==> config.mk <==
export PLATFORM = sky130hd
export DESIGN_NAME = mux8_rr_sched
export DESIGN_NICKNAME = d
export VERILOG_FILES = /design/src/rtl/mux8_rr_sched.sv
export SDC_FILE = /design/constraint.sdc
export NUM_CORES = 1
export LEC_CHECK = 0
export BUFFER_PORTS_ARGS = -buffer_cell sky130_fd_sc_hd__buf_2
export CAP_MARGIN = 20
export CORE_ASPECT_RATIO = 1.75
export CORE_MARGIN = 10
export CORE_UTILIZATION = 55
export DETAILED_ROUTE_END_ITERATION = 16
export PLACE_DENSITY = 0.76
export RECOVER_POWER = 50
export SYNTH_ARGS = -nofsm -noshare
export SYNTH_HDL_FRONTEND = slang
export SYNTH_SLANG_ARGS = --single-unit
export TNS_END_PERCENT = 100
==> constraint.sdc <==
create_clock -name clk -period 3.3 [get_ports clk]
set_input_delay 0.825 -clock clk [delete_from_list [all_inputs] [get_ports clk]]
set_output_delay 0.825 -clock clk [all_outputs]
set_load 0.05 [all_outputs]
==> src/rtl/mux8_rr_sched.sv <==
// Round-robin owner scheduler for a shared 8:1 cascaded mux tree.
// It picks an owner, waits for the tree to settle, then grants it for a bounded number of cycles.
module mux8_rr_sched #(
  parameter int SETTLE_CYC = 2,
  parameter int HOLD_MAX   = 8
) (
  input  logic       clk,
  input  logic       rst_n,
  input  logic       en,
  input  logic [7:0] req,
  input  logic       done,
  output logic [2:0] sel,
  output logic [7:0] gnt,
  output logic       valid,
  output logic       preempt,
  output logic [1:0] fsm_state
);

  typedef enum logic [1:0] {
    IDLE   = 2'd0,
    SETTLE = 2'd1,
    GRANT  = 2'd2
  } state_t;

  localparam logic [3:0] SETTLE_LAST = 4'(SETTLE_CYC - 1);
  localparam logic [7:0] HOLD_LIM    = 8'(HOLD_MAX);

  state_t     state, state_nxt;
  logic [2:0] sel_nxt;
  logic [2:0] ptr, ptr_nxt;
  logic [3:0] settle_cnt, settle_nxt;
  logic [7:0] hold_cnt, hold_nxt;
  logic       preempt_nxt;

  logic [2:0] cand;
  logic [2:0] pick_idx;
  logic       pick_found;
  logic       timeout;
  logic       release_gnt;

  // Walk from the highest offset down so the lowest offset from ptr wins.
  always_comb begin
    cand       = '0;
    pick_idx   = ptr;
    pick_found = 1'b0;
    for (int i = 7; i >= 0; i--) begin
      cand = ptr + 3'(i);
      if (req[cand]) begin
        pick_found = 1'b1;
        pick_idx   = cand;
      end
    end
  end

  assign timeout     = (HOLD_MAX != 0) && (hold_cnt == HOLD_LIM);
  assign release_gnt = !req[sel] || done || !en || timeout;

  always_comb begin
    state_nxt   = state;
    sel_nxt     = sel;
    ptr_nxt     = ptr;
    settle_nxt  = settle_cnt;
    hold_nxt    = hold_cnt;
    preempt_nxt = 1'b0;
    case (state)
      IDLE: begin
        if (en && pick_found) begin
          sel_nxt    = pick_idx;
          settle_nxt = '0;
          hold_nxt   = 8'd1;
          state_nxt  = (SETTLE_CYC == 0) ? GRANT : SETTLE;
        end
      end
      SETTLE: begin
        if (!req[sel] || !en) begin
          state_nxt = IDLE;
          ptr_nxt   = sel + 3'd1;
        end else if (settle_cnt == SETTLE_LAST) begin
          state_nxt = GRANT;
          hold_nxt  = 8'd1;
        end else begin
          settle_nxt = settle_cnt + 4'd1;
        end
      end
      GRANT: begin
        if (release_gnt) begin
          state_nxt   = IDLE;
          ptr_nxt     = sel + 3'd1;
          preempt_nxt = timeout;
        end else if (hold_cnt != 8'hFF) begin
          hold_nxt = hold_cnt + 8'd1;
        end
      end
      default: state_nxt = IDLE;
    endcase
  end

  always_ff @(posedge clk or negedge rst_n) begin
    if (!rst_n) begin
      state      <= IDLE;
      sel        <= '0;
      ptr        <= '0;
      settle_cnt <= '0;
      hold_cnt   <= '0;
      preempt    <= 1'b0;
    end else begin
      state      <= state_nxt;
      sel        <= sel_nxt;
      ptr        <= ptr_nxt;
      settle_cnt <= settle_nxt;
      hold_cnt   <= hold_nxt;
      preempt    <= preempt_nxt;
    end
  end

  // valid marks a settled, owned mux output; there is no ready, the owner ends its turn with done.
  assign gnt       = (state == GRANT) ? (8'd1 << sel) : 8'd0;
  assign valid     = (state == GRANT);
  assign fsm_state = state;

endmodule

==> results.tsv <==
metric	value	unit
outcome	complete, no violations	
total CTS buffers	3	
Worst EP arrival	2.88	ns
core footprint	0.004073	mm²
worst hold path class	reg -> reg	
Min Clock Period, post-route	2.732	ns
fin cells	329	
vias per cell	6.389	
Final HPWL DP	4843	µm
H-tree Lvls	1	
setup bufs post-CTS	0	
CTS Root Cell	clkbuf_8	
final hold violation count	0	
first-pass GRT wire length	10210	µm
CTS max path bufs	2	
period utilization	0.8278	
most frequent cells in the layout	dfrtp_1, buf_2, nor2_1, nand2_1	
Post-Syn Area per Cell	9.049	µm²
Leak Pwr	1.139	nW
Congestion Overflow GR	0	
final setup fails	0	
R2R Setup Slk	0.57	ns
overall routing resource usage	0.1741	
commonest non-fill, non-tap cell in the layout	dfrtp_1	
layout cells sized above 1	0.2107	
sequential area share after synthesis	0.2286	
Post-synth ARST share	1.000	
Final ANT Viol Nets	0	
hold bufs inserted after CTS	0	
Initial Util	0.5644	
Worst-Margin Slew	1.131	ns
synthesized flop and latch total	21	
I/O pin total	27	
total power divided by cell area	982.1	mW/mm²
Port-buffer cells	26	
YS warnings	0	
Final Slew Violations	0	
TritonCTS clock tree	yes	
nets	305	
Synth Flop Type	dfrtp_1	
Placed Cells	325	
Mapped Area	0.002298	mm²
DR DRC count	0	
placer congestion estimate	0.9854	
ant diodes	0	
routed vias	2102	
Setup CP Type	reg -> reg	
Post-synth EDFFs	0	
total detailed-routing wirelength	6113	µm
Die Y	105.5	µm
Total Die Area	0.007266	mm²
initial DRC count	219	
Max Cap Viol	0	
Setup crit end kind	register	
Die Wd	68.87	µm
Clock Latency Late Sink	0.25	ns
cells after synthesis	254	
Worst-path clk slew	0.08	ns
Area Overhead vs Synth	9.635	%
clk sink count	21	
initial antenna violation count	0	
CP required	3.45	ns
num rows	31	
Rel. slew slack	0.2461	
fmax	0.3661	GHz
Worst Setup Start Kind	register	
Final Skew	0.002719	ns
Worst Path Max Fanout	9	
Synth cell types	62	
setup TNS	0	ns
Routed wire per std cell	18.58	µm
PostCTS Resize Cnt	0	
unrepaired setup endpoints after global routing	false	
worst ir drop on vdd	0.7430	mV
vias in the first global route	2107	
DRT Pass-1 Iters	5	
largest net degree at the start of global routing	22	
syn nets	278	
-- final timing paths --
path                             startpoint            end  cells past startpoint
worst max-delay path                 ptr[1]  settle_cnt[0]                      7
worst min-delay path            hold_cnt[0]    hold_cnt[0]                      1
worst max register to register       ptr[1]  settle_cnt[0]                      7
worst min register to register  hold_cnt[0]    hold_cnt[0]                      1
max in group asynchronous             rst_n    hold_cnt[3]                      1
min in group asynchronous             rst_n    hold_cnt[0]                      1
-- logic make-up (layout without fill, tap and decap cells) --
logic type | Yosys count | in the layout | synth area share
flip-flops | 21 | 21 | 0.2286
AND/OR/NAND/NOR | 84 | 84 | 0.1960
adder cells (fa/ha/maj) | 12 | 12 | 0.06532
buffers and inverters | 25 | 51 | 0.04899
XOR/XNOR | 5 | 5 | 0.02232
AO/OA/AOI/OAI | 72 | 72 | 0.2134
multiplexers | 35 | 35 | 0.2254
-- cells in the mapped netlist, types with 3 or more instances --
cell	number	share of area
inv_2	4	0.0065
and2_1	5	0.014
nand3_1	5	0.011
ha_1	12	0.065
o211ai_1	4	0.013
a21oi_1	10	0.022
nor2_1	19	0.031
a211o_1	3	0.011
inv_1	10	0.016
mux2_4	4	0.026
a22o_1	3	0.011
a31oi_1	5	0.014
nor3_1	5	0.011
dfrtp_1	21	0.23
clkbuf_1	8	0.013
mux2_2	4	0.020
o21ai_0	11	0.024
mux4_1	3	0.034
mux4_2	6	0.059
mux2i_1	14	0.061
and3_1	10	0.027
o21ai_1	14	0.030
nand2_1	19	0.031
nand2b_1	6	0.016
-- cell type report --
cell class	count	area (µm²)
sequential	21	525.5
tap	49	61.31
multi-input combinational	208	1660
clock buffer	4	45.04
timing repair buffer	33	175.2
inverter	14	52.55
fill	382	1553
-- stage by stage --
stage	util	instance area, µm²	total power [mW]	setup WS, ns	hold WS [ns]
final	0.6187	2520	2.475	0.5683	0.5309
after global placement	0.6095	2482	2.273	0.4331	0.5150
after floorplan	-	2298	1.883	0.03513	0.4744
after CTS	0.6206	2527	2.460	0.5781	0.5277
after global routing	0.6187	2520	2.650	0.3337	0.5656
after detailed placement	0.6095	2482	2.293	0.4399	0.5198
-- state kept, by name (all words and copies together), names as in the netlist --
signal	count
fsm_state	2
hold_cnt	8
preempt	1
ptr	3
sel	3
settle_cnt	4
-- layer usage --
layer / up-vias / GRT usage / wire (µm)
met2: 91 / 0.3123 / 3320
met4: 0 / 0.08924 / 259
met3: 18 / 0.01485 / 313
met1: 983 / 0.1880 / 2220
met5: - / 0 / 0
li1: 1010 / - / -
-- worst max-delay path: stages (launching register included) --
cell and delay [ns]:
dfrtp_1 0.47, ha_1 0.30, xnor2_1 0.48, mux4_2 0.63
nand4_4 0.15, nand2_1 0.11, or2_1 0.24, a22o_1 0.24
-- report_power, final --
part / internal [mW] / total, mW / switching (mW)
clock network: 0.0858 / 0.165 / 0.0797
registers: 0.313 / 0.452 / 0.139
logic: 0.789 / 1.86 / 1.07
(Power assumes the default switching activity.)
